File: config.mk
export PLATFORM = sky130hd
export DESIGN_NAME = guess_count_display
export DESIGN_NICKNAME = d
export VERILOG_FILES = /design/src/rtl/display_pkg.sv /design/src/rtl/bcd_to_7seg.sv /design/src/rtl/guess_count_display.sv
export SDC_FILE = /design/constraint.sdc
export NUM_CORES = 1
export LEC_CHECK = 0
export ABC_AREA = 1
export CORE_MARGIN = 2
export CORE_UTILIZATION = 59
export DETAILED_ROUTE_END_ITERATION = 6
export PLACE_DENSITY = 0.83
export SYNTH_ARGS = -nofsm -noshare
export SYNTH_HDL_FRONTEND = slang
export SYNTH_SLANG_ARGS = --single-unit
export TNS_END_PERCENT = 100
File: constraint.sdc
create_clock -name clk -period 2.66 [get_ports clk]
set_clock_uncertainty 0.2 [all_clocks]
set_input_delay 0.798 -clock clk [delete_from_list [all_inputs] [get_ports clk]]
set_output_delay 0.798 -clock clk [all_outputs]
set_load 0.02 [all_outputs]
File: src/rtl/display_pkg.sv
// display_pkg: segment and anode encodings shared by the seven-segment display blocks.
package display_pkg;
    localparam logic [6:0] SEG_0    = 7'h40;
    localparam logic [6:0] SEG_1    = 7'h79;
    localparam logic [6:0] SEG_2    = 7'h24;
    localparam logic [6:0] SEG_3    = 7'h30;
    localparam logic [6:0] SEG_4    = 7'h19;
    localparam logic [6:0] SEG_5    = 7'h12;
    localparam logic [6:0] SEG_6    = 7'h02;
    localparam logic [6:0] SEG_7    = 7'h78;
    localparam logic [6:0] SEG_8    = 7'h00;
    localparam logic [6:0] SEG_9    = 7'h10;
    localparam logic [6:0] SEG_DASH = 7'h3F;
    localparam logic [6:0] SEG_OFF  = 7'h7F;
    localparam logic [1:0] AN_OFF   = 2'b11;
    localparam logic [1:0] AN_ONES  = 2'b10;
    localparam logic [1:0] AN_TENS  = 2'b01;
endpackage

File: src/rtl/bcd_to_7seg.sv
// bcd_to_7seg: BCD digit to active-low {g,f,e,d,c,b,a}; non-BCD codes show a dash.
module bcd_to_7seg
    import display_pkg::*;
(
    input  logic [3:0] digit_i,
    output logic [6:0] seg_o
);
    always_comb begin
        case (digit_i)
            4'd0:    seg_o = SEG_0;
            4'd1:    seg_o = SEG_1;
            4'd2:    seg_o = SEG_2;
            4'd3:    seg_o = SEG_3;
            4'd4:    seg_o = SEG_4;
            4'd5:    seg_o = SEG_5;
            4'd6:    seg_o = SEG_6;
            4'd7:    seg_o = SEG_7;
            4'd8:    seg_o = SEG_8;
            4'd9:    seg_o = SEG_9;
            default: seg_o = SEG_DASH;
        endcase
    end
endmodule

File: src/rtl/guess_count_display.sv
// guess_count_display: resynchronises the async BCD guess count and scans it onto a
// 2-digit multiplexed active-low display with blanking, dash and win-blink modes.
module guess_count_display
    import display_pkg::*;
#(
    parameter int SCAN_DIV    = 50000,
    parameter int DEAD_CYC    = 500,
    parameter int BLINK_SLOTS = 100,
    parameter bit LZB         = 1'b1
) (
    input  logic       clk,
    input  logic       Reset,
    input  logic [3:0] count0,
    input  logic [3:0] count1,
    input  logic       win,
    output logic [6:0] seg,
    output logic [1:0] an
);
    localparam int PW = $clog2(SCAN_DIV);
    localparam int BW = $clog2(BLINK_SLOTS + 1);

    logic [8:0]    sync1_q, sync2_q, sync3_q;
    logic [3:0]    disp0_q, disp0_d, disp1_q, disp1_d, digit;
    logic [PW-1:0] presc_q, presc_d;
    logic [BW-1:0] blink_q, blink_d;
    logic          sel_q, sel_d, phase_q, phase_d, wrap, blink_end, blank;
    logic [6:0]    seg_q, seg_d, dec_seg;
    logic [1:0]    an_q, an_d;

    bcd_to_7seg u_dec (.digit_i(digit), .seg_o(dec_seg));

    assign digit = sel_d ? disp1_d : disp0_d;

    // Outputs are decoded from next-state values so the pins line up with the prescaler.
    always_comb begin
        wrap      = presc_q == PW'(SCAN_DIV - 1);
        presc_d   = wrap ? '0 : presc_q + 1'b1;
        sel_d     = sel_q ^ wrap;
        disp0_d   = (sync2_q == sync3_q) ? sync2_q[3:0] : disp0_q;
        disp1_d   = (sync2_q == sync3_q) ? sync2_q[7:4] : disp1_q;
        blink_end = blink_q == BW'(BLINK_SLOTS - 1);
        blink_d   = !sync2_q[8] ? '0 : !wrap ? blink_q : blink_end ? '0 : blink_q + 1'b1;
        phase_d   = !sync2_q[8] || (phase_q ^ (wrap && blink_end));
        blank     = sel_d && LZB && disp1_d == 4'd0;
        an_d      = (presc_d < PW'(DEAD_CYC) || !phase_d || blank) ? AN_OFF
                  : sel_d ? AN_TENS : AN_ONES;
        seg_d     = blank ? SEG_OFF : dec_seg;
    end

    always_ff @(posedge clk or negedge Reset) begin
        if (!Reset) begin
            sync1_q <= '0;
            sync2_q <= '0;
            sync3_q <= '0;
            disp0_q <= '0;
            disp1_q <= '0;
            presc_q <= '0;
            sel_q   <= 1'b0;
            blink_q <= '0;
            phase_q <= 1'b1;
            seg_q   <= SEG_OFF;
            an_q    <= AN_OFF;
        end else begin
            sync1_q <= {win, count1, count0};
            sync2_q <= sync1_q;
            sync3_q <= sync2_q;
            disp0_q <= disp0_d;
            disp1_q <= disp1_d;
            presc_q <= presc_d;
            sel_q   <= sel_d;
            blink_q <= blink_d;
            phase_q <= phase_d;
            seg_q   <= seg_d;
            an_q    <= an_d;
        end
    end

    assign seg = seg_q;
    assign an  = an_q;
endmodule

==> results.py, run 1 <==
metrics = {
    "routing": {
        "drtIter0Drc": 116,
        "vias": 2387,
        "drc_errors": 0,
        "wire_per_inst_um": 13.0,
        "drt_wl_total_um": 6030,
        "firstDrtPassIters": 4,
        "viasPerCell": 5.16,
        "ant_nets": 0,
    },
    "cells_and_area": {
        "antenna_cells": 0,
        "multi_input_area_um2": 1320,
        "drive_above_1_share_pct": 21.0,
        "nets": 404,
        "syn_to_final_growth_pct": 16.3,
        "design_area_um2": 3810,
        "seqCellArea_um2": 1740,
        "n_fill_cell": 407,
    },
    "synthesis": {
        "avgSynthCellArea_um2": 9.23,
        "yosysTopAreaCell": "dfrtp_1",
        "yosysSeqAreaShare_pct": 53.1,
        "async_flop_share_pct": 100,
        "synth_edf_count": 0,
        "netlist_instances": 355,
        "synth_ff_type": "dfrtp_1",
        "synth_top_area_share_pct": 45.1,
        "yosysMostFrequentCell": "nand2_1",
        "syn-cell-area_um2": 3280,
        "synth_common_cells": "nand2_1, dfrtp_1, inv_1",
        "synthTopCellsByArea": "dfrtp_1, nand2_1, dfstp_2",
        "ys_types": 30,
        "ys_ff_latch": 69,
        "ys_warn_count": 0,
        "synthesis.nets": 373,
    },
    "grt": {
        "overflow": 0,
        "antenna_found_initial": 0,
        "grt_usage_pct": 22.5,
        "grt_max_degree": 70,
        "grt_pass1_wl_um": 10800,
        "grt_pass1_vias": 2524,
    },
    "clock_network": {
        "cts_tree": "done",
        "post_cts_resized": 0,
        "clock_sink_count": 69,
        "cts.reportedPaths.clkPinSlew_ns": 0.08,
        "clock_path_buffers": 2,
        "cts_buffers": 9,
        "cts_root_buf": "clkbuf_8",
        "post_cts_buffers": 0,
        "htree_levels": 3,
        "insertion_delay_ns": 0.35,
        "holdBufCountCts": 0,
    },
    "power": {
        "p_leak_nw": 1.90,
        "p_per_area_nw_per_um2": 611,
        "ir_worst_vdd_mv": 0.447,
    },
    "floorplan": {
        "start_util_pct": 60.2,
        "die_y_um": 78.5,
        "fp.coreArea_um2": 5440,
        "top_level_ports": 20,
        "dieWidth_um": 78.5,
        "die_area_um2": 6160,
        "num_rows": 27,
    },
    "worst_setup_path": {
        "max_stage_delay_ns": 0.40,
        "rrSetupSlack_ns": 0.17,
        "crit_path_top_delay_cell": "dfrtp_1",
        "crit_start": "presc_q[0]$_DFF_PN0_",
        "start_kind": "flop",
        "cp_max_fo": 8,
        "rr_endpoint": "seg[5]$_DFF_PN1_",
        "crit_chain": "ha_1 -> nand2_2 -> inv_2 -> nand2_1 -> nor2_4 -> nand2_4 -> nand2_2 -> nand2_4 -> nand3_2 -> o21ai_2 -> inv_1 -> ha_1 -> inv_1 -> nand3_1 -> nand3_1 -> nand3_1",
        "worst-r2r-cell-count": 16,
        "crit_top_cell": "nand3_1",
        "crit_arrival_ns": 2.56,
        "crit_required_ns": 2.73,
        "critPathKind": "reg -> reg",
        "cp_num_cells": 16,
        "end_kind": "flop",
        "worstSetupEndpoint": "seg[5]$_DFF_PN1_",
        "reg2reg_from": "presc_q[0]$_DFF_PN0_",
        "crit_buf_inv": 3,
        "crit_family": "simple AND/OR/NAND/NOR gates",
    },
    "place": {
        "placed_area_um2": 3570,
        "gp_congestion": 0.905,
        "dpl.hpwl_um": 4270,
        "numPortBuffers": 19,
    },
    "sta": {
        "worstMarginPinSlew_ns": 0.351,
        "relSlewSlack_pct": 76.6,
        "finalSetupViolCount": 0,
        "clock.fmax_mhz": 401,
        "period_minus_slack_ns": 2.49,
        "hold_violations": 0,
        "rsz0062_at_grt": "false",
        "setup_tns_ns": 0,
        "finalCritPeriodShare_pct": 93.7,
        "slew_viol_final": 0,
    },
    "job": {
        "maxCapViolCount": 0,
    },
    "min_path": {
        "min_path_type": "reg -> reg",
    },
    "status": {
        "status": "finished clean",
    },
}
[metrics by stage]
stage / util (%) / setup slack, ns / std cells / hold WS [ns] / power (mW)
final: 70.1 / 0.168 / 463 / 0.151 / 2.33
after global routing: 70.1 / 0.0133 / 463 / 0.158 / 2.41
after CTS: 70.1 / 0.183 / 463 / 0.152 / 2.35
after detailed placement: 65.6 / 0.234 / 447 / 0.135 / 1.31
after global placement: 65.6 / 0.365 / 447 / 0.132 / 1.31
after floorplan: - / 0.457 / 355 / 0.131 / 1.23
[how the worst min path moves through the flow]
| stage | startpoint | cells past startpoint | end |
|---|---|---|---|
| detailed placement | sync1_q[3]$_DFF_PN0_ | 0 | sync2_q[3]$_DFF_PN0_ |
| CTS | sync1_q[3]$_DFF_PN0_ | 0 | sync2_q[3]$_DFF_PN0_ |
| floorplan | sync1_q[0]$_DFF_PN0_ | 0 | sync2_q[0]$_DFF_PN0_ |
| global route | sync1_q[7]$_DFF_PN0_ | 0 | sync2_q[7]$_DFF_PN0_ |
| global placement | sync1_q[6]$_DFF_PN0_ | 0 | sync2_q[6]$_DFF_PN0_ |
| finish | sync1_q[3]$_DFF_PN0_ | 0 | sync2_q[3]$_DFF_PN0_ |
[kinds of logic after synthesis]
| group | count (synthesis) | synth area share (%) |
|---|---|---|
| xor gates and xnor gates | 9 | 2.41 |
| buffers and inverters | 54 | 6.53 |
| and+or+nand+nor | 194 | 31.5 |
| adders and majority gates | 7 | 2.67 |
| DFF | 69 | 53.1 |
| AOI/OAI and AO/OA | 22 | 3.82 |
[final cells by class]
type                    count  area share (%)
clock inverters             7            3.15
clock buffers               9            3.25
flip-flops and latches     69            45.6
multi-input cells         232            34.7
inverters                  52            5.12
repair buffers             22            5.78
well taps                  72            2.36
[worst reg2reg max path, delay by kind of cell, from the launching register on]
family                   cells  cell delay [ns]
AND/OR/NAND/NOR             10             1.03
AO/OA/AOI/OAI                1             0.14
buffers and inverters        3             0.23
flip-flops                   1             0.40
adder cells (fa/ha/maj)      2             0.43
[cell usage in the layout (no fill, tap or decap), types with 3 or more instances in the layout]
| cell type | n |
|---|---|
| a21oi_1 | 7 |
| bufinv_16 | 3 |
| clkbuf_8 | 9 |
| clkdlybuf4s50_1 | 18 |
| dfrtp_1 | 59 |
| dfstp_2 | 10 |
| ha_1 | 7 |
| inv_1 | 44 |
| inv_2 | 6 |
| nand2_1 | 80 |
| nand2_2 | 12 |
| nand2_4 | 6 |
| nand3_1 | 39 |
| nand3_2 | 14 |
| nand4_1 | 6 |
| nor2_1 | 21 |
| nor2_2 | 5 |
| nor2_4 | 6 |
| o21ai_0 | 9 |
| xnor2_1 | 8 |
[per-layer routing]
metal | global-route usage [%] | up-vias | share of wire [%]
met4 | 11.2 | 0 | 2.1
met1 | 27.0 | 1123 | 44
li1 | - | 1190 | -
met3 | 5.40 | 13 | 4.1
met2 | 37.9 | 61 | 50
met5 | 0 | - | 0
[state kept, by name, summed over array words and instances (netlist names)]
register  flops
an            2
blink_q       7
disp0_q       4
disp1_q       4
phase_q       1
presc_q      16
seg           7
sel_q         1
sync1_q       9
sync2_q       9
sync3_q       9
[report_power, final]
part | internal (mW) | switching, mW | leakage (nW) | total (mW)
Combinational | 0.0724 | 0.0993 | 0.933 | 0.172
Sequential | 1.10 | 0.0210 | 0.850 | 1.12
Clock | 0.627 | 0.409 | 0.120 | 1.04
Power figures use the tool's default switching activity.
==> run 2, diff against run 1 <==
--- a/config.mk
+++ b/config.mk
@@ -7,9 +7,9 @@
 export LEC_CHECK = 0
 export ABC_AREA = 1
 export CORE_MARGIN = 2
-export CORE_UTILIZATION = 59
+export CORE_UTILIZATION = 53
 export DETAILED_ROUTE_END_ITERATION = 6
-export PLACE_DENSITY = 0.83
+export PLACE_DENSITY = 0.79
 export SYNTH_ARGS = -nofsm -noshare
 export SYNTH_HDL_FRONTEND = slang
 export SYNTH_SLANG_ARGS = --single-unit
==> constraint.sdc (replaced) <==
create_clock -name clk -period 2 [get_ports clk]
set_clock_uncertainty 0.2 [all_clocks]
set_input_delay 0.6 -clock clk [delete_from_list [all_inputs] [get_ports clk]]
set_output_delay 0.6 -clock clk [all_outputs]
set_load 0.02 [all_outputs]
==> results.py, run 2 (synthesis results as in run 1) <==
metrics = {
    "routing": {
        "viasPerCell": 5.07,
        "wire_per_inst_um": 13.2,
        "vias": 2683,
        "drtIter0Drc": 150,
        "drt_wl_total_um": 7000,
        "firstDrtPassIters": 4,
        "ant_nets": 0,
        "drc_errors": 0,
    },
    "sta": {
        "finalSetupViolCount": 8,
        "finalCritPeriodShare_pct": 108,
        "timing.final.ws_setup_ns": -0.152,
        "relSlewSlack_pct": 72.2,
        "clock.fmax_mhz": 465,
        "period_minus_slack_ns": 2.15,
        "worstMarginPinSlew_ns": 0.417,
        "rsz0062_at_grt": "true",
        "hold_violations": 0,
        "slew_viol_final": 0,
    },
    "status": {
        "status": "finished, violations left",
        "violations": "negative setup slack",
    },
    "worst_setup_path": {
        "crit_chain": "ha_4 -> nand2_4 -> inv_4 -> nand2_4 -> nor2_4 -> nand2_4 -> nand2_2 -> nand2_4 -> nand3_4 -> o21ai_4 -> ha_1 -> nand2_1 -> nand3_2 -> nand3_1",
        "critPathKind": "reg -> reg",
        "cp_max_fo": 5,
        "max_stage_delay_ns": 0.40,
        "crit_top_cell": "nand2_4",
        "start_kind": "flop",
        "crit_path_top_delay_cell": "dfrtp_1",
        "crit_arrival_ns": 2.24,
        "end_kind": "flop",
        "crit_required_ns": 2.08,
    },
    "floorplan": {
        "fp.coreArea_um2": 5960,
        "num_rows": 28,
        "die_area_um2": 6830,
        "top_level_ports": 20,
        "start_util_pct": 55.0,
        "dieWidth_um": 82.6,
        "die_y_um": 82.6,
    },
    "cells_and_area": {
        "antenna_cells": 0,
        "drive_above_1_share_pct": 40.1,
        "seqCellArea_um2": 1740,
        "top_register": "presc_q",
        "syn_to_final_growth_pct": 36.4,
        "most-common-layout-cells": "nand2_1, buf_4, dfrtp_1, inv_1, nand3_1",
        "final_common_cell": "nand2_1",
        "nets": 467,
        "n_fill_cell": 387,
        "utilization_pct": 75.0,
        "largest_register_ffs": 16,
        "multi_input_area_um2": 1540,
    },
    "place": {
        "gp_congestion": 0.898,
        "dpl.hpwl_um": 4670,
        "numPortBuffers": 19,
        "place_worst_setup_slack_ns": -0.205,
    },
    "clock_network": {
        "cts_buffers": 9,
        "cts.reportedPaths.clkPinSlew_ns": 0.08,
        "clock_path_buffers": 2,
        "clock_sink_count": 69,
        "htree_levels": 3,
        "cts_tree": "done",
        "cts_root_buf": "clkbuf_8",
        "insertion_delay_ns": 0.34,
    },
    "grt": {
        "grt_max_degree": 28,
        "grt_pass1_vias": 2598,
        "overflow": 0,
        "grt_usage_pct": 22.4,
        "antenna_found_initial": 0,
        "grt_pass1_wl_um": 11300,
    },
    "power": {
        "p_leak_nw": 2.26,
        "p_per_area_nw_per_um2": 627,
        "ir_worst_vdd_mv": 0.618,
    },
    "min_path": {
        "min_path_type": "reg -> reg",
    },
    "job": {
        "maxCapViolCount": 0,
    },
}
==> run 2: cell types whose count changed in the layout (fill, tap and decap cells not counted), moves of 4 or more <==
cell / before / now
buf_4: 2 / 59
nand3_1: 39 / 27
clkdlybuf4s50_1: 18 / 9
clkdlybuf4s15_1: 0 / 8
nand2_1: 80 / 72
nand3_2: 14 / 22
nor2_1: 21 / 14
nand2_4: 6 / 11
buf_6: 0 / 4
ha_1: 7 / 3
nand3_4: 0 / 4
nor2_4: 6 / 10
==> run 2: layer usage <==
metal,vias up,wire [um],track usage (%)
li1,1317,-,-
met1,1292,2860,27.1
met2,63,3730,36.9
met3,11,263,4.24
met4,0,140,14.1
met5,-,0,0
==> run 2: stage by stage <==
step                      hold WS, ns  power [mW]  setup TNS, ns  std cells  cell area (um^2)
after CTS                       0.150        2.80         -0.899        519              4300
after global routing            0.155        2.93          -2.09        529              4470
after global placement          0.133        1.77         -0.756        497              3970
after detailed placement        0.135        1.78          -1.19        497              3970
final                           0.150        2.80         -0.897        529              4470
after floorplan                 0.104        1.64         -0.190        355              3310
==> run 2: critical path, delay by kind of cell (launching register included) <==
| family | cells | cell delay, ns |
|---|---|---|
| AO/OA/AOI/OAI | 1 | 0.07 |
| adder cells (fa/ha/maj) | 2 | 0.44 |
| buffers and inverters | 1 | 0.08 |
| flip-flops | 1 | 0.40 |
| AND/OR/NAND/NOR | 10 | 0.89 |
==> run 2: repair_timing <==
| action | 4_1_cts | 5_1_grt |
|---|---|---|
| resized for setup | 43 | 29 |
| hold buffers | 1 | 0 |
| pin swaps | 15 | 12 |
| setup endpoints to repair | 19 | 17 |
| setup buffers | 5 | 10 |
| endpoints found under the hold margin | 15 | 0 |
==> run 2: layout make-up <==
type	count	area share [%]
Sequential cell	69	38.9
Multi-Input combinational cell	232	34.4
Timing Repair Buffer	85	16.2
Inverter	52	4.48
Clock buffer	10	3.08
Tap cell	75	2.10
Clock inverter	6	0.868
==> run 2: path summary, 6_finish.rpt <==
| check | from | cells past startpoint | slack, ns | end |
|---|---|---|---|---|
| max in group asynchronous | Reset | 3 | 0.52 | phase_q$_DFF_PN1_ |
| max reg2reg | presc_q[1]$_DFF_PN0_ | 14 | -0.15 | seg[3]$_DFF_PN1_ |
| min | sync1_q[0]$_DFF_PN0_ | 0 | 0.15 | sync2_q[0]$_DFF_PN0_ |
| max | presc_q[1]$_DFF_PN0_ | 14 | -0.15 | seg[3]$_DFF_PN1_ |
| min in group asynchronous | Reset | 2 | 0.53 | blink_q[4]$_DFFE_PN0P_ |
| min reg2reg | sync1_q[0]$_DFF_PN0_ | 0 | 0.15 | sync2_q[0]$_DFF_PN0_ |
==> run 2: where the power goes <==
part           internal (mW)  total [mW]  switching (mW)
registers               1.46        1.48          0.0218
clock network          0.479        1.01           0.533
logic                  0.138       0.305           0.167
